**src/rtl/multi_cycle_control.sv**
```systemverilog
// Control FSM for a multi-cycle MIPS datapath: walks each instruction through
// fetch/decode/execute/memory/writeback and drives every select and enable.
module multi_cycle_control #(
  parameter int CNT_W = 32
) (
  input  logic             CLK,
  input  logic             Reset,
  input  logic [5:0]       Opcode,
  input  logic [5:0]       FuncCode,
  input  logic             Zero,
  input  logic             MemReady,
  output logic             PCEn,
  output logic             IorD,
  output logic             MemRead,
  output logic             MemWrite,
  output logic             IRWrite,
  output logic             MemToReg,
  output logic             RegDst,
  output logic             RegWrite,
  output logic             SignExtend,
  output logic [1:0]       ALUSrcA,
  output logic [1:0]       ALUSrcB,
  output logic [3:0]       ALUOp,
  output logic [1:0]       PCSource,
  output logic [3:0]       State,
  output logic             Illegal,
  output logic [CNT_W-1:0] InstrCount
);

  typedef enum logic [3:0] {
    S_FETCH  = 4'd0,
    S_DECODE = 4'd1,
    S_MEMADR = 4'd2,
    S_MEMRD  = 4'd3,
    S_MEMWB  = 4'd4,
    S_MEMWR  = 4'd5,
    S_EXEC   = 4'd6,
    S_RWB    = 4'd7,
    S_IEXEC  = 4'd8,
    S_IWB    = 4'd9,
    S_BRANCH = 4'd10,
    S_JUMP   = 4'd11,
    S_ERROR  = 4'd15
  } state_t;

  localparam logic [5:0] OP_RTYPE = 6'b000000;
  localparam logic [5:0] OP_J     = 6'b000010;
  localparam logic [5:0] OP_BEQ   = 6'b000100;
  localparam logic [5:0] OP_BNE   = 6'b000101;
  localparam logic [5:0] OP_ADDI  = 6'b001000;
  localparam logic [5:0] OP_ADDIU = 6'b001001;
  localparam logic [5:0] OP_SLTI  = 6'b001010;
  localparam logic [5:0] OP_ANDI  = 6'b001100;
  localparam logic [5:0] OP_ORI   = 6'b001101;
  localparam logic [5:0] OP_XORI  = 6'b001110;
  localparam logic [5:0] OP_LUI   = 6'b001111;
  localparam logic [5:0] OP_LW    = 6'b100011;
  localparam logic [5:0] OP_SW    = 6'b101011;

  localparam logic [3:0] ALU_ADD  = 4'b0000;
  localparam logic [3:0] ALU_SUB  = 4'b0001;
  localparam logic [3:0] ALU_AND  = 4'b0010;
  localparam logic [3:0] ALU_OR   = 4'b0011;
  localparam logic [3:0] ALU_XOR  = 4'b0100;
  localparam logic [3:0] ALU_SLT  = 4'b0101;
  localparam logic [3:0] ALU_LUI  = 4'b0110;
  localparam logic [3:0] ALU_FUNC = 4'b1111;

  localparam logic [1:0] SRCA_PC    = 2'd0;
  localparam logic [1:0] SRCA_A     = 2'd1;
  localparam logic [1:0] SRCA_SHAMT = 2'd2;
  localparam logic [1:0] SRCB_B     = 2'd0;
  localparam logic [1:0] SRCB_FOUR  = 2'd1;
  localparam logic [1:0] SRCB_IMM   = 2'd2;
  localparam logic [1:0] SRCB_IMM4  = 2'd3;
  localparam logic [1:0] PCSRC_ALU    = 2'd0;
  localparam logic [1:0] PCSRC_ALUOUT = 2'd1;
  localparam logic [1:0] PCSRC_JUMP   = 2'd2;

  state_t           state_reg;
  logic [CNT_W-1:0] count_reg;

  function automatic state_t decode_target(input logic [5:0] op);
    state_t target;
    case (op)
      OP_LW, OP_SW:                 target = S_MEMADR;
      OP_RTYPE:                     target = S_EXEC;
      OP_ADDI, OP_ADDIU, OP_SLTI,
      OP_ANDI, OP_ORI, OP_XORI,
      OP_LUI:                       target = S_IEXEC;
      OP_BEQ, OP_BNE:               target = S_BRANCH;
      OP_J:                         target = S_JUMP;
      default:                      target = S_ERROR;
    endcase
    return target;
  endfunction

  // Shifts by immediate take their A operand from the shamt field.
  function automatic logic is_shamt_func(input logic [5:0] fn);
    return (fn == 6'b000000) || (fn == 6'b000010) || (fn == 6'b000011);
  endfunction

  // Every edge that returns to FETCH from a final state retires one instruction.
  always_ff @(posedge CLK) begin
    if (Reset) begin
      state_reg <= S_FETCH;
      count_reg <= '0;
    end else begin
      case (state_reg)
        S_FETCH:  if (MemReady) state_reg <= S_DECODE;
        S_DECODE: state_reg <= decode_target(Opcode);
        S_MEMADR: state_reg <= (Opcode == OP_SW) ? S_MEMWR : S_MEMRD;
        S_MEMRD:  if (MemReady) state_reg <= S_MEMWB;
        S_MEMWR: begin
          if (MemReady) begin
            state_reg <= S_FETCH;
            count_reg <= count_reg + CNT_W'(1);
          end
        end
        S_EXEC:   state_reg <= S_RWB;
        S_IEXEC:  state_reg <= S_IWB;
        S_MEMWB, S_RWB, S_IWB, S_BRANCH, S_JUMP: begin
          state_reg <= S_FETCH;
          count_reg <= count_reg + CNT_W'(1);
        end
        S_ERROR:  state_reg <= S_ERROR;
        default:  state_reg <= S_ERROR;
      endcase
    end
  end

  always_comb begin
    PCEn       = 1'b0;
    IorD       = 1'b0;
    MemRead    = 1'b0;
    MemWrite   = 1'b0;
    IRWrite    = 1'b0;
    MemToReg   = 1'b0;
    RegDst     = 1'b0;
    RegWrite   = 1'b0;
    SignExtend = 1'b0;
    ALUSrcA    = SRCA_PC;
    ALUSrcB    = SRCB_B;
    ALUOp      = ALU_ADD;
    PCSource   = PCSRC_ALU;
    case (state_reg)
      S_FETCH: begin
        MemRead = 1'b1;
        ALUSrcB = SRCB_FOUR;
        IRWrite = MemReady;
        PCEn    = MemReady;
      end
      S_DECODE: begin
        ALUSrcB    = SRCB_IMM4;
        SignExtend = 1'b1;
      end
      S_MEMADR: begin
        ALUSrcA    = SRCA_A;
        ALUSrcB    = SRCB_IMM;
        SignExtend = 1'b1;
      end
      S_MEMRD: begin
        MemRead = 1'b1;
        IorD    = 1'b1;
      end
      S_MEMWB: begin
        RegWrite = 1'b1;
        MemToReg = 1'b1;
      end
      S_MEMWR: begin
        MemWrite = 1'b1;
        IorD     = 1'b1;
      end
      S_EXEC: begin
        ALUSrcA = is_shamt_func(FuncCode) ? SRCA_SHAMT : SRCA_A;
        ALUOp   = ALU_FUNC;
      end
      S_RWB: begin
        RegWrite = 1'b1;
        RegDst   = 1'b1;
      end
      S_IEXEC: begin
        ALUSrcA = SRCA_A;
        ALUSrcB = SRCB_IMM;
        case (Opcode)
          OP_SLTI: begin ALUOp = ALU_SLT; SignExtend = 1'b1; end
          OP_ANDI: ALUOp = ALU_AND;
          OP_ORI:  ALUOp = ALU_OR;
          OP_XORI: ALUOp = ALU_XOR;
          OP_LUI:  ALUOp = ALU_LUI;
          default: begin ALUOp = ALU_ADD; SignExtend = 1'b1; end
        endcase
      end
      S_IWB: RegWrite = 1'b1;
      S_BRANCH: begin
        ALUSrcA  = SRCA_A;
        ALUOp    = ALU_SUB;
        PCSource = PCSRC_ALUOUT;
        PCEn     = (Opcode == OP_BNE) ? ~Zero : Zero;
      end
      S_JUMP: begin
        PCSource = PCSRC_JUMP;
        PCEn     = 1'b1;
      end
      default: ;
    endcase
    // Keep every write/strobe quiet while reset is held, whatever the state.
    if (Reset) begin
      PCEn     = 1'b0;
      MemRead  = 1'b0;
      MemWrite = 1'b0;
      IRWrite  = 1'b0;
      RegWrite = 1'b0;
    end
  end

  assign State      = state_reg;
  assign Illegal    = (state_reg == S_ERROR);
  assign InstrCount = count_reg;

endmodule
```
**config.mk**
```make
export PLATFORM = sky130hd
export DESIGN_NAME = multi_cycle_control
export DESIGN_NICKNAME = d
export VERILOG_FILES = /design/src/rtl/multi_cycle_control.sv
export SDC_FILE = /design/constraint.sdc
export NUM_CORES = 1
export LEC_CHECK = 0
export ABC_AREA = 1
export ABC_CLOCK_PERIOD_IN_PS = 3350
export CAP_MARGIN = 0
export CORE_UTILIZATION = 53
export DETAILED_ROUTE_END_ITERATION = 10
export PLACE_DENSITY = 0.87
export SLEW_MARGIN = 20
export SYNTH_ARGS = -nofsm -noshare
export SYNTH_HDL_FRONTEND = slang
export SYNTH_SLANG_ARGS = --single-unit
```
**constraint.sdc**
```tcl
create_clock -name CLK -period 3.35 [get_ports CLK]
set_clock_uncertainty 0.1 [all_clocks]
set_input_delay 0.67 -clock CLK [delete_from_list [all_inputs] [get_ports CLK]]
set_output_delay 0.67 -clock CLK [all_outputs]
set_load 0.1 [all_outputs]
```
==> results.tsv <==
metric	value	unit
required	2580	ps
layout.cells.most_common	nand2_1	
drc	0	
postRouteAntennaNets	0	
rsz0062_at_grt	no	
max-cap-violations	0	
synth_seq_cells	36	
p_leak	0.00146	uW
tightest_slew	650	ps
path_clk_slew	70	ps
ys_top_cells_by_area	dfxtp_1, nand2_1, nor2_1, inv_1, a21oi_1	
antenna_found_initial	0	
cp_num_buf_inv	3	
postSynthCellCount	473	
nFillCells	420	
postCtsSetupBuffers	0	
htree_levels	2	
cts_buffers	5	
relSlewSlack	0.566	
synth.distinct_cells	29	
path_class	input pin to primary output	
grt_pass1_vias	2771	
clk_latency	300	ps
cpPeakStageDelay	560	ps
route.vias.total	3268	
initial_utilization	0.557	
ys_seq_area_frac	0.272	
cts_sinks	36	
core-area	4750	um2
critPathArrivalTime	2160	ps
slew_viol_final	0	
grt.overflow.total	0	
hold_viol	0	
drive_gt1_frac	0.162	
cts_resized	0	
cts_max_path_buffers	2	
setup_tns	0	ps
hold-worst-slack	433	ps
place_congestion	0.929	
syn_nets	490	
crit_slowest_cell	clkdlybuf4s50_1	
syn_area_per_cell	5.60	um2
fmax	0.341	GHz
powerDensity	684	nW/um2
critPathCaptureType	primary output	
multi_input_area	1700	um2
area_delta_synth_final	34.1	%
hpwl	6.10	mm
peakVddDrop	1.21	mV
ios	72	
die_x	72.7	um
fin_crit_sh	0.875	
final.min_clock_period	2930	ps
crit_path_start_kind	input pin	
crit_path_max_fanout	6	
grt_pass1_wl	12.7	mm
grt_start_max_net_pins	50	
worstPathCellList	clkdlybuf4s50_1 -> inv_1 -> nand2_1 -> nor2_1 -> a21boi_0 -> o21ai_0 -> a21oi_4 -> buf_12	
cts_hold_buf	0	
grt.total_usage	0.306	
drt_first_pass_iters	8	
cts_tree	done	
wl	7.99	mm
yosys.area.top_type	dfxtp_1	
viasPerCell	5.35	
final_cell_mix	nand2_1, nor2_1, inv_1, buf_4, nand3_1	
drt_iter0_markers	255	
syn-cell-area	2650	um2
io_buffers	71	
status	finished clean	
nets	560	
diodes	0	
dieArea	5290	um2
wire_per_inst	13.1	um
seqCellArea	726	um2
rows	25	
cts_root_buffer	clkbuf_8	
path_delay_family	buffers and inverters	
yosysTopAreaCellShare	0.272	
holdCritPathClass	flip-flop to flip-flop	
dieHeight	72.7	um
yosysWarnings	0	
setup_viol	0	
[metrics by stage]
| stage | instances | total power (uW) | instance area, um2 | util | setup slack [ps] |
|---|---|---|---|---|---|
| finish | 611 | 2430 | 3550 | 0.747 | 419 |
| global route | 611 | 2530 | 3550 | 0.747 | 332 |
| CTS | 611 | 2430 | 3550 | 0.747 | 425 |
| detailed placement | 603 | 2120 | 3470 | 0.729 | 423 |
| global placement | 603 | 2110 | 3470 | 0.729 | 483 |
| floorplan | 473 | 1720 | 2710 | - | 31.6 |
[path summary, 6_finish.rpt]
check	startpoint	end	slack, ps	depth (start not counted)
hold reg to reg	InstrCount[0]$_SDFFE_PP0P_	InstrCount[0]$_SDFFE_PP0P_	430	1
setup reg to reg	State[0]$_SDFFE_PP0P_	InstrCount[17]$_SDFFE_PP0P_	980	8
setup / recovery	Opcode[3]	PCEn	420	8
hold / removal	InstrCount[0]$_SDFFE_PP0P_	InstrCount[0]$_SDFFE_PP0P_	430	1
[cell families (layout without fill, tap and decap cells)]
family / after synthesis / after routing / synth area share
DFF: 36 / 36 / 0.272
AOI/OAI and AO/OA: 51 / 51 / 0.0992
and+or+nand+nor: 310 / 310 / 0.499
buffers and inverters: 69 / 140 / 0.105
xor gates and xnor gates: 6 / 6 / 0.0198
adders and majority gates: 1 / 1 / 0.00472
[Yosys cell counts (all sizes together)]
cell and number:
nand3b 1, nor3 6, o31ai 1, nand3 35, a21oi 34, inv 57
clkbuf 5, buf 7, ha 1, nand2 148, xnor2 2, and2 1
a21boi 1, nor3b 1, xor2 4, nand4 21, o211ai 1, nor2 96
o21ai 14, dfxtp 36, nor4 1
[area by class of cell]
| cell class | instances | area share |
|---|---|---|
| clock inverters | 3 | 0.00528 |
| flip-flops and latches | 36 | 0.204 |
| repair buffers | 75 | 0.208 |
| multi-input cells | 368 | 0.480 |
| clock buffers | 5 | 0.0194 |
| well taps | 67 | 0.0236 |
| inverters | 57 | 0.0602 |
[layer usage]
metal,global-route usage,up-vias,share of wire
li1,-,1656,-
met1,0.368,1450,0.43
met2,0.563,148,0.50
met3,0.0442,14,0.061
met4,0.0893,0,0.018
met5,0,-,0
[flip-flops by register name, indices dropped and copies added, names as in the netlist]
name and count:
InstrCount 32, State 4
[worst reg2reg max path: cells and delay by family, from the launching register on]
kind	cells	cell delay, ps
compound gates	1	190
buf+inv	2	530
flops	1	400
simple gates	5	1050
[where the power goes]
part / leakage, uW / total, uW / switching [uW] / internal (uW)
logic: 0.00112 / 1610 / 1220 / 388
clock network: 0.0000479 / 315 / 170 / 145
registers: 0.000292 / 506 / 46.7 / 460
Note: power is estimated with default switching activity, not from simulation.
